File: src/rtl/apb_mem_if.sv
// APB4 bus bundle between an APB master and a memory-backed slave.
// Handshake: the master holds psel=1/penable=0 for one setup cycle, then raises penable and holds
// both until the slave returns pready=1; prdata/pslverr are valid only in that pready=1 cycle.
interface apb_mem_if #(
    parameter int ADDR_W = 8,
    parameter int DATA_W = 32
);
    logic [ADDR_W-1:0]   paddr;
    logic                psel;
    logic                penable;
    logic                pwrite;
    logic [DATA_W-1:0]   pwdata;
    logic [DATA_W/8-1:0] pstrb;
    logic                pready;
    logic [DATA_W-1:0]   prdata;
    logic                pslverr;

    modport master (
        output paddr, psel, penable, pwrite, pwdata, pstrb,
        input  pready, prdata, pslverr
    );

    modport slave (
        input  paddr, psel, penable, pwrite, pwdata, pstrb,
        output pready, prdata, pslverr
    );
endinterface

File: src/rtl/apb_mem_slave.sv
// APB4 slave backed by a DEPTH x DATA_W word memory with byte strobes, fixed wait states
// and an error response for out-of-range word indices.
module apb_mem_slave #(
    parameter int ADDR_W      = 8,
    parameter int DATA_W      = 32,
    parameter int DEPTH       = 64,
    parameter int WAIT_STATES = 0
) (
    input  logic     clk,
    input  logic     rst,
    apb_mem_if.slave bus,
    output logic     dbg_access
);
    localparam int NB     = DATA_W / 8;
    localparam int OFF_W  = $clog2(NB);
    localparam int IDX_W  = ADDR_W - OFF_W;
    localparam int MEM_AW = (DEPTH > 1) ? $clog2(DEPTH) : 1;
    localparam logic [IDX_W:0] DEPTH_L = (IDX_W + 1)'(DEPTH);

    typedef enum logic {
        IDLE   = 1'b0,
        ACCESS = 1'b1
    } state_t;

    state_t              state;
    logic [3:0]          cnt;
    logic [MEM_AW-1:0]   idx_q;
    logic                write_q;
    logic [DATA_W-1:0]   wdata_q;
    logic [NB-1:0]       strb_q;
    logic                err_q;
    logic [DATA_W-1:0]   prdata_q;
    logic [DATA_W-1:0]   mem [DEPTH];

    logic [IDX_W-1:0]    idx_in;
    logic [MEM_AW-1:0]   midx_in;
    logic                err_in;
    logic                setup;
    logic                unused_addr;

    assign idx_in  = bus.paddr[ADDR_W-1:OFF_W];
    assign midx_in = idx_in[MEM_AW-1:0];
    assign err_in  = ({1'b0, idx_in} >= DEPTH_L);
    assign setup   = bus.psel & ~bus.penable;
    // Byte-offset bits are parity-reduced only to mark them as intentionally unused.
    assign unused_addr = ^bus.paddr;

    // Outputs decode registered state only, so there is no combinational path from the bus.
    assign bus.pready  = (state == ACCESS) && (cnt == 4'd0);
    assign bus.pslverr = bus.pready & err_q;
    assign bus.prdata  = prdata_q;
    assign dbg_access  = (state == ACCESS);

    always_ff @(posedge clk or posedge rst) begin
        if (rst) begin
            state    <= IDLE;
            cnt      <= 4'd0;
            idx_q    <= '0;
            write_q  <= 1'b0;
            wdata_q  <= '0;
            strb_q   <= '0;
            err_q    <= 1'b0;
            prdata_q <= '0;
            for (int i = 0; i < DEPTH; i++) mem[i] <= '0;
        end else begin
            case (state)
                IDLE: begin
                    if (setup) begin
                        idx_q   <= midx_in;
                        write_q <= bus.pwrite;
                        wdata_q <= bus.pwdata;
                        strb_q  <= bus.pstrb;
                        err_q   <= err_in;
                        cnt     <= 4'(WAIT_STATES);
                        state   <= ACCESS;
                        // With no wait states the read data must be ready in the first access cycle.
                        if (WAIT_STATES == 0 && !bus.pwrite)
                            prdata_q <= err_in ? '0 : mem[midx_in];
                    end
                end
                ACCESS: begin
                    if (!bus.psel) begin
                        state <= IDLE;
                    end else if (cnt != 4'd0) begin
                        cnt <= cnt - 4'd1;
                        if (cnt == 4'd1 && !write_q)
                            prdata_q <= err_q ? '0 : mem[idx_q];
                    end else if (bus.penable) begin
                        state <= IDLE;
                        if (write_q && !err_q) begin
                            for (int b = 0; b < NB; b++)
                                if (strb_q[b]) mem[idx_q][8*b +: 8] <= wdata_q[8*b +: 8];
                        end
                    end
                end
                default: state <= IDLE;
            endcase
        end
    end
endmodule

File: src/flat_wrapper.sv
// flat-port wrapper written by rule: the top's interface ports become plain ports
module apb_mem_slave_flat 
#(
    parameter int ADDR_W      = 8,
    parameter int DATA_W      = 32,
    parameter int DEPTH       = 64,
    parameter int WAIT_STATES = 0
)
  (clk, rst, dbg_access, bus_paddr, bus_psel, bus_penable, bus_pwrite, bus_pwdata, bus_pstrb, bus_pready, bus_prdata, bus_pslverr);
  apb_mem_if #(.ADDR_W(ADDR_W), .DATA_W(DATA_W)) bus_i ();
  input  logic clk;
  input  logic rst;
  output logic dbg_access;
  input wire logic [$bits(bus_i.paddr)-1:0] bus_paddr;
  input wire logic [$bits(bus_i.psel)-1:0] bus_psel;
  input wire logic [$bits(bus_i.penable)-1:0] bus_penable;
  input wire logic [$bits(bus_i.pwrite)-1:0] bus_pwrite;
  input wire logic [$bits(bus_i.pwdata)-1:0] bus_pwdata;
  input wire logic [$bits(bus_i.pstrb)-1:0] bus_pstrb;
  output wire logic [$bits(bus_i.pready)-1:0] bus_pready;
  output wire logic [$bits(bus_i.prdata)-1:0] bus_prdata;
  output wire logic [$bits(bus_i.pslverr)-1:0] bus_pslverr;
  assign bus_i.paddr = bus_paddr;
  assign bus_i.psel = bus_psel;
  assign bus_i.penable = bus_penable;
  assign bus_i.pwrite = bus_pwrite;
  assign bus_i.pwdata = bus_pwdata;
  assign bus_i.pstrb = bus_pstrb;
  assign bus_pready = bus_i.pready;
  assign bus_prdata = bus_i.prdata;
  assign bus_pslverr = bus_i.pslverr;
  apb_mem_slave #(.ADDR_W(ADDR_W), .DATA_W(DATA_W), .DEPTH(DEPTH), .WAIT_STATES(WAIT_STATES)) u_core (.clk(clk), .rst(rst), .bus(bus_i), .dbg_access(dbg_access));
endmodule
File: config.mk
export PLATFORM = sky130hd
export DESIGN_NAME = apb_mem_slave_flat
export DESIGN_NICKNAME = d
export VERILOG_FILES = /design/src/rtl/apb_mem_if.sv /design/src/rtl/apb_mem_slave.sv /design/src/flat_wrapper.sv
export SDC_FILE = /design/constraint.sdc
export NUM_CORES = 2
export LEC_CHECK = 0
export ABC_CLOCK_PERIOD_IN_PS = 129699
export CAP_MARGIN = 20
export CORE_ASPECT_RATIO = 2
export CORE_MARGIN = 2
export CORE_UTILIZATION = 45
export CTS_BUF_LIST = sky130_fd_sc_hd__clkbuf_4 sky130_fd_sc_hd__clkbuf_8 sky130_fd_sc_hd__clkbuf_16
export CTS_CLUSTER_SIZE = 30
export DETAILED_ROUTE_END_ITERATION = 10
export PLACE_DENSITY = 0.67
export SKIP_CTS_REPAIR_TIMING = 1
export SYNTH_ARGS = -nofsm -noshare
export SYNTH_HDL_FRONTEND = slang
export SYNTH_SLANG_ARGS = --single-unit
File: constraint.sdc
create_clock -name clk -period 129.7 [get_ports clk]
set_clock_uncertainty 0.15 [all_clocks]
set_input_delay 25.94 -clock clk [delete_from_list [all_inputs] [get_ports clk]]
set_output_delay 25.94 -clock clk [all_outputs]
set_load 0.02 [all_outputs]
==> impl_metrics.yaml <==
outcome:
  status: "finished, violations left"
  violations: "capacitance limit"
global_routing:
  grt_first_pass_wirelength_um: 653700
  grt_overflow: 0
  grt_max_degree: 158
  antenna_found_initial: 42
  grt_pass1_vias: 81760
  track_usage_pct: 35.90
logic_synthesis:
  netlist_instances: 8341
  syn_area_per_cell_um2: 13.62
  yosysWarnings: 0
  yosys-top-cells-count: "mux2_2 (2246), dfrtp_1 (2128), mux4_2 (532), mux2i_1 (440), clkbuf_1 (375)"
  ys.flop_type: "dfrtp_1"
  syn_nets: 8392
  yosysMostFrequentCell: "mux2_2"
  async_reset_ff_share_pct: 100.0
  yosysTopAreaCell: "dfrtp_1"
  synthTopCellsByArea: "dfrtp_1 (47%), mux2_2 (22%), mux4_2 (11%)"
  syn_area_um2: 113600
  yosysTopAreaCellShare_pct: 46.86
  ys_types: 82
  synth_edf_count: 0
  synth-seq-area-share_pct: 46.86
  ys_ff_latch: 2128
worst_setup_path:
  path_delay_family: "buffers and inverters"
  crit_top_cell: "buf_4"
  cpMaxStageDelayCell: "buf_4"
  cp-end-kind: "asynchronous set/reset pin"
  critPathBufInv: 9
  crit_type: "input pin to asynchronous set/reset pin"
  timing.rr.start: "u_core.idx_q[1]"
  setup.worst_path.start_class: "input pin"
  path_max_fanout: 103
  timing.critical_path.required_ns: 130.36
  crit_start: "rst"
  critPathMaxStageDelay_ns: 0.89
  worstPathCellList: "clkdlybuf4s50_1 > inv_8 > buf_4 > buf_4 > buf_4 > buf_4 > buf_4 > buf_4 > buf_4"
  worstPathArrival_ns: 32.98
timing:
  hold_viol_final: 0
  post-route-period-util_pct: 24.92
  post-route-min-period_ns: 32.32
  rsz0062_at_grt: "false"
  fmax_mhz: 30.94
  max_slew_margin_pct: 1.218
  slew_viol_final: 0
  worst_pin_slew_ns: 1.466
  final-setup-viol-count: 0
  hold_ws_ns: 0.3619
  finalSetupTns_ns: 0
die:
  dieArea_um2: 256800
  die_w_um: 359.3
  rows: 261
  coreArea_um2: 251800
  io_pins: 84
  start_util_pct: 45.13
  dieHeight_um: 714.7
placement:
  io_buffers: 80
  dpl-instance-area_um2: 117000
  dp_hpwl_um: 291000
  place_congestion: 0.9696
cts:
  cts_buffers: 210
  h-tree-depth: 4
  clock_latency_ns: 0.92
  root_buffer: "clkbuf_16"
  cts_tree: "built"
  clk_pin_slew_ns: 0.06
  cts_sinks: 2128
  clk_path_buf_depth: 4
layout:
  regArea_um2: 53300
  drive_gt1_share_pct: 45.55
  fillCellCount: 21600
  finalInstanceArea_um2: 124600
  nets: 8176
  multiInputGateArea_um2: 56740
  postLayoutCoreUtil_pct: 49.51
  area_delta_synth_final_pct: 9.693
route:
  drc: 0
  via_count: 84600
  drt-total-wl_um: 469800
  detail_route.wl_per_cell_um: 40.46
  ant_nets: 0
  drt-pass1-iter-count: 8
  drt_iter0_drc: 12940
  via_per_inst: 7.286
power_and_ir_drop:
  power_density_nw_per_um2: 13.23
  finalPower_mw: 1.649
  vdd_drop_max_v: 0.00001382
  p_leak_nw: 55.13
flow_run:
  max_cap_viol_count: 1
worst_hold_path:
  worstHoldPathType: "flip-flop to flip-flop"
  min-delay-start: "u_core.wdata_q[5]"
==> cell type report <==
| type | instances | area share (%) |
|---|---|---|
| clock buffer | 302 | 5.058 |
| multi-input combinational | 5440 | 45.52 |
| sequential | 2128 | 42.76 |
| inverter | 18 | 0.07027 |
| antenna | 31 | 0.06224 |
| tap | 3287 | 3.299 |
| timing repair buffer | 327 | 2.331 |
| clock inverter | 79 | 0.8924 |
==> kinds of logic after synthesis <==
family	share of synthesized area (%)
AO/OA/AOI/OAI	9.051
adder cells (fa/ha/maj)	0.02202
buffers and inverters	3.424
flip-flops	46.86
multiplexers	36.85
other	0.003300
AND/OR/NAND/NOR	3.791
==> layer usage <==
metal,GRT usage (%),up-vias,share of wire (%)
met5,0.9238,-,0.046
met4,30.02,22,10
met3,14.38,1918,14
met2,50.41,6615,42
met1,42.98,44170,34
li1,-,31870,-
==> where the power goes <==
group	switching [mW]	total [mW]	internal [mW]	leakage (nW)
clock	0.281	0.671	0.391	3.74
combinational	0.213	0.279	0.0661	21.9
sequential	0.0204	0.699	0.678	29.5
total	0.514	1.65	1.14	55.1
==> worst reg2reg max path, stage by stage (launching register included) <==
cell	delay, ns
dfrtp_4	0.76
buf_4	0.62
buf_4	0.73
buf_4	0.73
buf_4	0.73
mux2_2	0.43
a221o_1	0.29
a222oi_1	0.78
o22ai_1	0.22
a2111oi_1	0.70
a211oi_1	0.17
==> cell usage in the layout (no fill, tap or decap), types with 59 or more instances in the layout <==
master,count
a22o_1,75
buf_4,228
dfrtp_1,2091
nor2_1,98
clkbuf_16,213
a22oi_1,303
nand2_1,205
clkdlybuf4s50_1,76
nor2_2,235
o21ai_0,150
o2bb2ai_1,59
o22ai_1,104
a21oi_1,194
a31oi_1,68
mux2_2,2246
mux2i_1,440
a221oi_1,160
mux4_2,532
==> final timing paths <==
check	end	slack [ns]	depth (start not counted)
worst min-delay path	u_core.mem[1573]	0.36	1
max in group clk	u_core.bus.prdata[27]	99.30	10
worst min register to register	u_core.mem[1573]	0.36	1
min in group asynchronous	u_core.wdata_q[14]	25.41	2
worst max-delay path	u_core.wdata_q[6]	97.38	9
worst max register to register	u_core.bus.prdata[30]	123.26	10
==> metrics by stage <==
step           std cells  setup WS (ns)
2_1_floorplan       8341          43.49
3_3_place_gp       11190          96.27
3_5_place_dp       11190          96.20
4_1_cts            11570          97.10
5_1_grt            11590          96.39
6_report           11610          97.38
==> registers in the layout (all words and copies together), names as in the netlist <==
signal,flops
u_core.mem,2048
u_core.bus.prdata,32
u_core.wdata_q,32
u_core.idx_q,6
u_core.cnt,4
u_core.strb_q,4
u_core.dbg_access,1
u_core.write_q,1
Note: power is estimated with default switching activity, not from simulation.
